<file path="src/rtl/clk_divider_prog.sv">
// rtl/clk_divider_prog.sv - runtime-programmable 50% duty clock divider with tick and glitch-free reload
`timescale 1ns/1ps
module clk_divider_prog #(
  parameter int unsigned     CNT_WIDTH    = 32,
  parameter longint unsigned DEFAULT_HALF = 64'd9999999
) (
  input  logic                 clk,
  input  logic                 rst_n,
  input  logic                 en,
  input  logic [CNT_WIDTH-1:0] half_period_in,
  input  logic                 load,
  output logic                 load_ack,
  output logic                 divided_clk,
  output logic                 tick,
  output logic [CNT_WIDTH-1:0] active_half
);

  if ((CNT_WIDTH < 64) && ((DEFAULT_HALF >> CNT_WIDTH) != 64'd0)) begin : g_default_half_check
    $error("DEFAULT_HALF does not fit in CNT_WIDTH bits");
  end

  localparam logic [CNT_WIDTH-1:0] RESET_HALF = CNT_WIDTH'(DEFAULT_HALF);

  logic [CNT_WIDTH-1:0] cnt_q, cnt_d;
  logic [CNT_WIDTH-1:0] active_q, active_d;
  logic [CNT_WIDTH-1:0] pend_half_q, pend_half_d;
  logic                 pend_q, pend_d;
  logic                 div_q, div_d;
  logic                 tick_q, tick_d;
  logic                 ack_q, ack_d;
  logic                 terminal;

  assign terminal = (cnt_q == active_q);

  always_comb begin
    cnt_d       = cnt_q;
    active_d    = active_q;
    pend_half_d = pend_half_q;
    pend_d      = pend_q;
    div_d       = div_q;
    tick_d      = 1'b0;
    ack_d       = 1'b0;

    if (en) begin
      if (terminal) begin
        cnt_d  = '0;
        div_d  = ~div_q;
        tick_d = ~div_q;
        if (pend_q) begin
          active_d = pend_half_q;
          pend_d   = 1'b0;
          ack_d    = 1'b1;
        end
      end else begin
        cnt_d = cnt_q + CNT_WIDTH'(1);
      end
    end else if (pend_q) begin
      // Held divider: nothing to protect, so apply at once and restart the half.
      active_d = pend_half_q;
      pend_d   = 1'b0;
      cnt_d    = '0;
      ack_d    = 1'b1;
    end

    // A load on an apply edge re-arms pending with the newer value.
    if (load) begin
      pend_half_d = half_period_in;
      pend_d      = 1'b1;
    end
  end

  always_ff @(posedge clk or negedge rst_n) begin
    if (!rst_n) begin
      cnt_q       <= '0;
      active_q    <= RESET_HALF;
      pend_half_q <= '0;
      pend_q      <= 1'b0;
      div_q       <= 1'b0;
      tick_q      <= 1'b0;
      ack_q       <= 1'b0;
    end else begin
      cnt_q       <= cnt_d;
      active_q    <= active_d;
      pend_half_q <= pend_half_d;
      pend_q      <= pend_d;
      div_q       <= div_d;
      tick_q      <= tick_d;
      ack_q       <= ack_d;
    end
  end

  assign load_ack    = ack_q;
  assign divided_clk = div_q;
  assign tick        = tick_q;
  assign active_half = active_q;

endmodule

</file>
<file path="config.mk">
export PLATFORM = sky130hd
export DESIGN_NAME = clk_divider_prog
export DESIGN_NICKNAME = d
export VERILOG_FILES = /design/src/rtl/clk_divider_prog.sv
export SDC_FILE = /design/constraint.sdc
export NUM_CORES = 1
export LEC_CHECK = 0
export CAP_MARGIN = 25
export CORE_MARGIN = 4
export CORE_UTILIZATION = 45
export DETAILED_ROUTE_END_ITERATION = 8
export PLACE_DENSITY = 0.68
export SLEW_MARGIN = 15
export SYNTH_ARGS = -nofsm -noshare
export SYNTH_HDL_FRONTEND = slang
export SYNTH_SLANG_ARGS = --single-unit
export TNS_END_PERCENT = 30
</file>
<file path="constraint.sdc">
create_clock -name clk -period 5.65 [get_ports clk]
set_input_delay 0.565 -clock clk [delete_from_list [all_inputs] [get_ports clk]]
set_output_delay 0.565 -clock clk [all_outputs]
set_load 0.05 [all_outputs]
</file>
==> summary.txt, run 1 <==
Floorplanning
  • Die height: around 110 µm
  • Die footprint: between 10,000 and 15,000 µm²
  • Total core area: 10,400 µm²
  • Die width: 111 µm
  • IO Count: 71
  • # rows: 37
  • Initial Util: 46.4%

CTS
  • Cts bufs inserted: 9
  • H-tree Lvls: 3
  • Clk buf depth: 2
  • Root Buffer: clkbuf_8
  • Resized cells post-CTS: 0
  • Postcts setup bufs: 0
  • TritonCTS clock tree: yes
  • Worst-path clk slew: 0.09 ns
  • Post-CTS Hold Buffers: 0
  • Num Clock Sinks: 100
  • Clock latency on the worst-skew pair: about 0.36 ns

STA
  • Max-slew headroom: between 40% and 50%
  • Worst Max-Slew Pin Slew: 0.814 ns
  • Slew Viols, Final: 0
  • Fin crit period: approximately 2.8 ns
  • FMAX: around 0.35 GHz
  • Setup TNS: 0 ns
  • Final Hold Viols: 0
  • Skew final: 0.00944 ns
  • Setup violators final: 0
  • RSZ-0062 raised after global routing: no
  • Final critical-path share of the clock period: around 50%

Critical path
  • Worst-path maximum fanout: 33
  • Reg2reg setup slack: between 2 and 3 ns
  • CP endpoint kind: register
  • WP data arrival: 3.09 ns
  • CP required: approximately 5.9 ns
  • Cells along the critical path: xnor2_1, nand4_1, nor4_2, a31o_2, nand2_4, mux2_1
  • Crit start category: register
  • CP max stage delay: roughly 0.45 ns
  • Critical setup path kind: reg2reg
  • CP max stage cell: dfrtp_1

GRT
  • Grt met1 use: between 20 and 25%
  • Vias in the first global route: 3,353
  • Gr usage total: 16.7%
  • M3 GR Usage: between 4 and 5%
  • Layer with the highest usage: met2
  • GRT met2 Usage: between 20 and 30%
  • First-pass GRT wire length: around 17,000 µm
  • GR Overflow Total: 0
  • Initial antenna violation count: 0
  • Largest net degree at the start of global routing: between 60 and 70

Synth
  • Cell count after synthesis: 400
  • Seq/Total Area, Yosys: around 52%
  • Ys flop type: dfrtp_1
  • Synth unique cells: between 40 and 50
  • Post-synth EDFFs: 0
  • Ys async rst share: 100%
  • Syn Nets: about 440
  • Seq cells post-synth: 100
  • Most frequent cell after synthesis: dfrtp_1
  • Cell accounting for the most synthesized area: dfrtp_1
  • Commonest cells in the synthesized netlist: dfrtp_1 (86), xnor2_1 (33), mux2_2 (32)
  • Warnings from Yosys: 0
  • Top cell type's share of synthesized area: between 40% and 50%
  • Syn avg cell area: around 12 µm²
  • Area contributors post-synth: dfrtp_1 (45%), mux2_4 (9.0%), dfstp_2 (7.6%)
  • Mapped cell area: 4810 µm²

Outcome
  • Status: completed

Placement
  • IO buf count: 70
  • Hpwl dp: 7150 µm
  • Gp weighted congestion: about 0.85

Power and ir drop
  • Power per cell area: approximately 300 nW/µm²
  • Overall power: about 0.0018 W
  • Peak supply drop: between 0.15 and 0.2 mV
  • Leak Pwr: approximately 2.4 nW

Detailed routing
  • Vias: roughly 3,300
  • DRT Wirelength: a little over 10,000 µm
  • DR WL/cell: between 15 and 20 µm
  • DRC viols: 0
  • Iteration-0 DRC Markers: roughly 110
  • DR pass1 iterations: 4
  • Routed vias/inst: around 5.5
  • Antenna Nets Post-Route: 0

Layout
  • Area added between synthesis and finish: 20.3%
  • Fraction of layout cells with a size suffix above 1: a little under a quarter
  • Nets: 501
  • Antenna diodes: 0

Job
  • Max Cap Viol: 0

Min path
  • HP Class: in2async
## stage by stage
step	instance area (µm²)	setup WS (ns)	std cells	hold slack (ns)	utilization, %
after floorplan	4810	3.42	400	0.269	-
after global placement	5600	2.86	588	0.458	54.0
after detailed placement	5610	2.79	589	0.474	54.1
after CTS	5790	2.78	605	0.173	55.9
after global routing	5790	2.59	605	0.189	55.9
final	5790	2.81	605	0.162	55.9
## placed cells by master (no fill, tap or decap), types with 2 or more instances in the layout
master	instances
clkbuf_8	11
o311ai_0	4
clkbuf_1	2
o21a_1	5
mux2_1	3
nor3_1	7
nor4_2	2
o31ai_1	3
a221o_1	5
buf_4	4
a21oi_1	11
or3_1	6
clkdlybuf4s50_1	69
a21o_1	4
a22o_1	4
or2_2	3
nand4_1	14
dfstp_2	14
a31oi_1	2
inv_1	6
o21ai_0	12
nand2_1	31
dfrtp_1	86
mux2_4	29
and3_1	7
o2bb2a_1	2
nor2_1	18
mux2i_1	2
xnor2_1	33
mux2_2	32
nand3_1	19
## critical path, delay by kind of cell, from the launching register on
| kind | cells | cell delay [ns] |
|---|---|---|
| AO/OA/AOI/OAI | 1 | 0.45 |
| XOR/XNOR | 1 | 0.33 |
| flip-flops | 1 | 0.45 |
| multiplexers | 1 | 0.44 |
| AND/OR/NAND/NOR | 3 | 1.05 |
## layout make-up
cell class | instances | area, µm²
Inverter | 6 | 22.5
Clock buffer | 13 | 159
Tap cell | 136 | 170
Sequential cell | 100 | 2520
Multi-Input combinational cell | 273 | 2170
Fill cell | 922 | 4580
Timing Repair Buffer | 74 | 732
Clock inverter | 3 | 21.3
## state kept, by name, summed over array words and instances (netlist names)
register     flops
active_half     32
cnt_q           32
divided_clk      1
load_ack         1
pend_half_q     32
pend_q           1
tick             1
## logic make-up after synthesis
| logic type | synth area share, % |
|---|---|
| AND/OR/NAND/NOR | 12.8 |
| flip-flops | 52.3 |
| multiplexers | 17.6 |
| AO/OA/AOI/OAI | 8.11 |
| XOR/XNOR | 6.00 |
| buffers and inverters | 2.83 |
| adder cells (fa/ha/maj) | 0.260 |
## where the power goes
part / switching [W] / internal, W / leakage [nW]
Combinational: 0.000271 / 0.000218 / 1.07
Sequential: 0.0000705 / 0.000803 / 1.23
Clock: 0.000239 / 0.000185 / 0.0896
## path summary, 6_finish.rpt
kind | from | endpoint | cells past startpoint
max | cnt_q[3] | active_half[31] | 6
min | rst_n | pend_half_q[8] | 1
max reg2reg | cnt_q[3] | active_half[31] | 6
min reg2reg | divided_clk | tick | 1
max in group asynchronous | rst_n | pend_half_q[17] | 2
min in group clk | divided_clk | tick | 1
## routing by layer
layer | part of all wire (%) | routed length [µm]
met3 | 4.9 | 495
met4 | 2.0 | 205
met5 | 0 | 0
met1 | 44 | 4520
met2 | 49 | 4980
(Power assumes the default switching activity.)
==> run 2: changes to the inputs <==
--- a/config.mk
+++ b/config.mk
@@ -9,7 +9,7 @@
 export CORE_MARGIN = 4
 export CORE_UTILIZATION = 45
 export DETAILED_ROUTE_END_ITERATION = 8
-export PLACE_DENSITY = 0.68
+export PLACE_DENSITY = 0.71
 export SLEW_MARGIN = 15
 export SYNTH_ARGS = -nofsm -noshare
 export SYNTH_HDL_FRONTEND = slang
==> constraint.sdc (replaced) <==
create_clock -name clk -period 2.3 [get_ports clk]
set_input_delay 0.23 -clock clk [delete_from_list [all_inputs] [get_ports clk]]
set_output_delay 0.23 -clock clk [all_outputs]
set_load 0.05 [all_outputs]
==> summary.txt, run 2 (synthesis results as in run 1) <==
CTS
  • H-tree Lvls: 3 (unchanged)
  • Worst-path clk slew: 0.09 ns (about the same)
  • Num Clock Sinks: 100 (unchanged)
  • Cts bufs inserted: 9 (unchanged)
  • Clock latency on the worst-skew pair: 0.37 ns (about the same)
  • Root Buffer: clkbuf_8
  • TritonCTS clock tree: yes
  • Clk buf depth: 2 (unchanged)

Power and ir drop
  • Peak supply drop: 0.524 mV (+200%)
  • Power per cell area: 748 nW/µm² (+140%)
  • Leak Pwr: 2.53 nW (+6.0%)

Critical path
  • Critical setup path kind: reg2reg
  • CP endpoint kind: register
  • WP data arrival: 2.42 ns (-0.67 ns)
  • Reg2reg start: active_half[19]
  • Crit start category: register
  • Reg2reg path depth: 7 (+1)
  • Cell family with most CP delay: simple AND/OR/NAND/NOR gates
  • Buf+Inv Stages, Crit Path: 1 (+1)
  • Worst-path maximum fanout: 17 (-48%)
  • CP required: 2.55 ns (-3.35 ns)
  • CP max stage cell: dfstp_2
  • Reg2reg setup slack: 0.12 ns (-2.69 ns)
  • R2R Path End: active_half[7]
  • Cells along the critical path: xnor2_1, nand4_1, nor4_4, a31o_2, nand2_4, buf_12, mux2_4
  • CP max stage delay: 0.57 ns (+0.12 ns)

Floorplanning
  • IO Count: 71 (unchanged)
  • Die width: 111 µm (unchanged)
  • # rows: 37 (unchanged)
  • Die footprint: 12,400 µm² (unchanged)
  • Initial Util: 46.4% (unchanged)
  • Total core area: 10,400 µm² (unchanged)
  • Die height: 111 µm (unchanged)

Layout
  • Area added between synthesis and finish: 25.1%
  • Commonest cells after routing, fill and taps aside: dfrtp_1 (85), clkdlybuf4s50_1 (69), xnor2_1 (33), mux2_2 (32), nand2_1 (31)
  • Commonest non-fill, non-tap cell in the layout: dfrtp_1
  • Non-Filler Instances: 626 (+3.5%)
  • Nets: 523 (+4.4%)
  • Fin area: 6020 µm² (+4.0%)
  • Antenna diodes: 0 (unchanged)
  • Fraction of layout cells with a size suffix above 1: 26.1% (+3.3 points)

Detailed routing
  • DR WL/cell: 17.4 µm (+3.0%)
  • DRC viols: 0 (unchanged)
  • Iteration-0 DRC Markers: 231 (+100%)
  • DR pass1 iterations: 5 (+1)
  • Antenna Nets Post-Route: 0 (unchanged)
  • Routed vias/inst: 5.46 (-0.65%)
  • DRT Wirelength: 10,900 µm (+6.6%)
  • Vias: 3,418 (+2.8%)

STA
  • Slew Viols, Final: 0 (unchanged)
  • Fin crit period: 2.18 ns (-0.661 ns)
  • Final critical-path share of the clock period: 94.6% (+44 points)
  • Setup TNS: 0 ns (unchanged)
  • Skew final: 0.0148 ns (+0.00537 ns)
  • Max-slew headroom: 62.6% (+17 points)
  • FMAX: 0.459 GHz (+30%)
  • Worst Max-Slew Pin Slew: 0.559 ns (-0.256 ns)
  • Setup violators final: 0 (unchanged)
  • Final Hold Viols: 0 (unchanged)
  • RSZ-0062 raised after global routing: no

Placement
  • Placed Cells: 608 (+3.2%)
  • Hpwl dp: 7880 µm (+10%)
  • DP Area: 5800 µm² (+3.3%)
  • IO buf count: 70 (unchanged)
  • Gp weighted congestion: 0.906 (+6.2%)

GRT
  • Vias in the first global route: 3,484 (+3.9%)
  • Initial antenna violation count: 0 (unchanged)
  • Largest net degree at the start of global routing: 38 (-39%)
  • Gr usage total: 18.1% (+1.4 points)
  • First-pass GRT wire length: 17,900 µm (+6.3%)
  • GR Overflow Total: 0 (unchanged)

Job
  • Max Cap Viol: 0 (unchanged)

Min path
  • HP Class: in2async

Outcome
  • Status: completed
==> run 2: per-stage QoR <==
stage	worst slack, ns	total power [W]	util (%)	hold WS, ns
2_1_floorplan	0.0685	0.00295	-	-0.0656
3_3_place_gp	0.119	0.00342	55.9	0.231
3_5_place_dp	0.0642	0.00344	55.9	0.232
4_1_cts	0.0672	0.00454	57.8	0.359
5_1_grt	0.00801	0.00471	58.1	0.405
6_report	0.124	0.00450	58.1	0.369
==> run 2: timing repair <==
item / in CTS / in global routing
setup endpoints to repair: 0 / 10
gates resized for setup: 0 / 4
setup buffers: 0 / 2
hold buffers: 1 / 0
hold endpoints to repair: 28 / 0
==> run 2: worst max path at each step <==
stage / to / cells after the start / startpoint / slack, ns
5_1_grt: cnt_q[12] / 8 / active_half[20] / 0.008
3_3_place_gp: cnt_q[26] / 7 / cnt_q[1] / 0.12
2_1_floorplan: active_half[11] / 7 / active_half[9] / 0.07
4_1_cts: cnt_q[28] / 7 / cnt_q[1] / 0.07
6_report: active_half[7] / 7 / active_half[19] / 0.12
3_5_place_dp: cnt_q[28] / 7 / cnt_q[1] / 0.06
==> run 2: power by group <==
group          switching, W  leakage, nW  internal (W)
sequential         0.000172         1.23       0.00197
clock              0.000567       0.0935      0.000527
combinational      0.000694         1.21      0.000570
total               0.00143         2.53       0.00307
==> run 2: per-layer routing <==
layer,vias up,part of all wire (%),GRT usage [%]
met5,-,0,0
met4,0,1.6,6.81
met3,15,5.2,3.70
met2,95,48,29.0
met1,1709,46,24.3
li1,1599,-,-
==> run 2: worst reg2reg max path, stage by stage (launching register included) <==
cell and delay [ns]:
dfstp_2 0.57, xnor2_1 0.16, nand4_1 0.19, nor4_4 0.34
a31o_2 0.24, nand2_4 0.07, buf_12 0.17, mux2_4 0.32
==> run 2: area by class of cell <==
| class | instances | area, µm² |
|---|---|---|
| clock inverter | 2 | 35.0 |
| sequential | 100 | 2520 |
| inverter | 6 | 22.5 |
| multi-input combinational | 273 | 2180 |
| fill | 882 | 4350 |
| tap | 136 | 170 |
| timing repair buffer | 96 | 946 |
| clock buffer | 13 | 149 |
==> run 3: changes to the inputs <==
--- a/config.mk
+++ b/config.mk
@@ -10,6 +10,7 @@
 export CORE_UTILIZATION = 45
 export DETAILED_ROUTE_END_ITERATION = 8
 export PLACE_DENSITY = 0.71
+export SKIP_CTS_REPAIR_TIMING = 1
 export SLEW_MARGIN = 15
 export SYNTH_ARGS = -nofsm -noshare
 export SYNTH_HDL_FRONTEND = slang
==> summary.txt, run 3 (synthesis results as in run 1) <==
GRT
  • Gr usage total: 18.0% (about the same)
  • Initial antenna violation count: 0 (unchanged)
  • GRT met2 Usage: 29.0% (unchanged)
  • First-pass GRT wire length: 17,900 µm (about the same)
  • Vias in the first global route: 3,481 (-0.086%)
  • Layer with the highest usage: met2
  • M3 GR Usage: 3.70% (unchanged)
  • GR Overflow Total: 0 (unchanged)
  • Largest net degree at the start of global routing: 38 (unchanged)
  • Grt met1 use: 24.3% (-0.035 points)

Floorplanning
  • Die width: 111 µm (unchanged)
  • Die height: 111 µm (unchanged)
  • Initial Util: 46.4% (unchanged)
  • # rows: 37 (unchanged)
  • Die footprint: 12,400 µm² (unchanged)
  • Total core area: 10,400 µm² (unchanged)
  • IO Count: 71 (unchanged)

Detailed routing
  • DRT Wirelength: 10,900 µm (about the same)
  • Routed vias/inst: 5.46 (unchanged)
  • DRC viols: 0 (unchanged)
  • Antenna Nets Post-Route: 0 (unchanged)
  • DR pass1 iterations: 4 (-1)
  • Iteration-0 DRC Markers: 204 (-12%)
  • Vias: 3,418 (unchanged)
  • DR WL/cell: 17.4 µm (about the same)

STA
  • Final critical-path share of the clock period: 94.8% (+0.22 points)
  • FMAX: 0.458 GHz (-0.23%)
  • Setup TNS: 0 ns (unchanged)
  • Max-slew headroom: 62.7% (about the same)
  • Fin crit period: 2.18 ns (+0.00502 ns)
  • RSZ-0062 raised after global routing: no
  • Setup violators final: 0 (unchanged)
  • Slew Viols, Final: 0 (unchanged)
  • WHS: 0.373 ns (+0.00438 ns)
  • Worst Max-Slew Pin Slew: 0.558 ns (-0.000364 ns)
  • Skew final: 0.0181 ns (+0.00334 ns)
  • Final Hold Viols: 0 (unchanged)

Layout
  • Nets: 523 (unchanged)
  • Filler Cell Count: 882 (unchanged)
  • Commonest cells after routing, fill and taps aside: dfrtp_1 (85), clkdlybuf4s50_1 (69), xnor2_1 (33), mux2_2 (32), nand2_1 (31)
  • Register area: 2520 µm² (unchanged)
  • Fraction of layout cells with a size suffix above 1: 26.1% (unchanged)
  • Commonest non-fill, non-tap cell in the layout: dfrtp_1
  • Area added between synthesis and finish: 25.1% (unchanged)
  • Antenna diodes: 0 (unchanged)
  • Multi-input gate area: 2180 µm² (unchanged)
  • Final Util: 58.1% (unchanged)

CTS
  • Clock latency on the worst-skew pair: 0.37 ns (about the same)
  • Cts bufs inserted: 9 (unchanged)
  • Clk buf depth: 2 (unchanged)
  • Num Clock Sinks: 100 (unchanged)
  • Worst-path clk slew: 0.09 ns (about the same)
  • TritonCTS clock tree: yes
  • H-tree Lvls: 3 (unchanged)
  • Root Buffer: clkbuf_8

Power and ir drop
  • Power per cell area: 748 nW/µm² (about the same)
  • Leak Pwr: 2.53 nW (unchanged)
  • Peak supply drop: 0.525 mV (about the same)

Critical path
  • Worst-path maximum fanout: 17 (unchanged)
  • CP required: 2.54 ns (about the same)
  • CP endpoint kind: register
  • Crit start category: register
  • Critical setup path kind: reg2reg
  • WP data arrival: 2.42 ns (about the same)

Job
  • Max Cap Viol: 0 (unchanged)

Placement
  • IO buf count: 70 (unchanged)
  • Gp weighted congestion: 0.906 (unchanged)
  • Hpwl dp: 7880 µm (unchanged)

Outcome
  • Status: completed

Min path
  • HP Class: in2async
run 3: cell counts in the layout (fill, tap and decap cells not counted):
Identical to the previous run, type by type.
run 3: cell type report:
class | instances | area share [%]
clock buffer | 13 | 2.47
tap | 136 | 2.82
inverter | 6 | 0.374
clock inverter | 2 | 0.582
timing repair buffer | 96 | 15.7
sequential | 100 | 41.8
multi-input combinational | 273 | 36.2
run 3: critical path, stage by stage, from the launching register on:
cell and delay [ns]:
dfstp_2 0.57, xnor2_1 0.16, nand4_1 0.19, nor4_4 0.34
a31o_2 0.24, nand2_4 0.07, buf_12 0.17, mux2_4 0.30
run 3: through the flow:
step	cell area (µm²)	std cells	total power (W)	worst slack, ns
finish	6020	626	0.00450	0.118
global route	6020	626	0.00471	0.00801
CTS	5980	623	0.00454	0.0672
detailed placement	5800	608	0.00344	0.0642
global placement	5800	608	0.00342	0.119
floorplan	4810	400	0.00295	0.0685
run 3: worst paths after layout:
kind / startpoint / endpoint / slack [ns] / cells past startpoint
hold reg to reg: divided_clk / tick / 0.49 / 1
setup / recovery: active_half[19] / active_half[7] / 0.12 / 7
min in group clk: half_period_in[22] / pend_half_q[22] / 0.47 / 2
hold / removal: rst_n / pend_half_q[8] / 0.37 / 2
setup reg to reg: active_half[19] / active_half[7] / 0.12 / 7
max in group asynchronous: rst_n / active_half[15] / 1.21 / 3
run 3: power breakdown:
part | internal [W] | total, W | switching, W | leakage, nW
Sequential | 0.00197 | 0.00215 | 0.000172 | 1.23
Clock | 0.000528 | 0.00109 | 0.000566 | 0.0935
Combinational | 0.000570 | 0.00126 | 0.000694 | 1.21
Total | 0.00307 | 0.00450 | 0.00143 | 2.53
run 3: routing by layer:
layer  vias up  wire [µm]
li1       1602          -
met3        11        463
met1      1725       5050
met2        80       5230
met4         0        143
met5         -          0
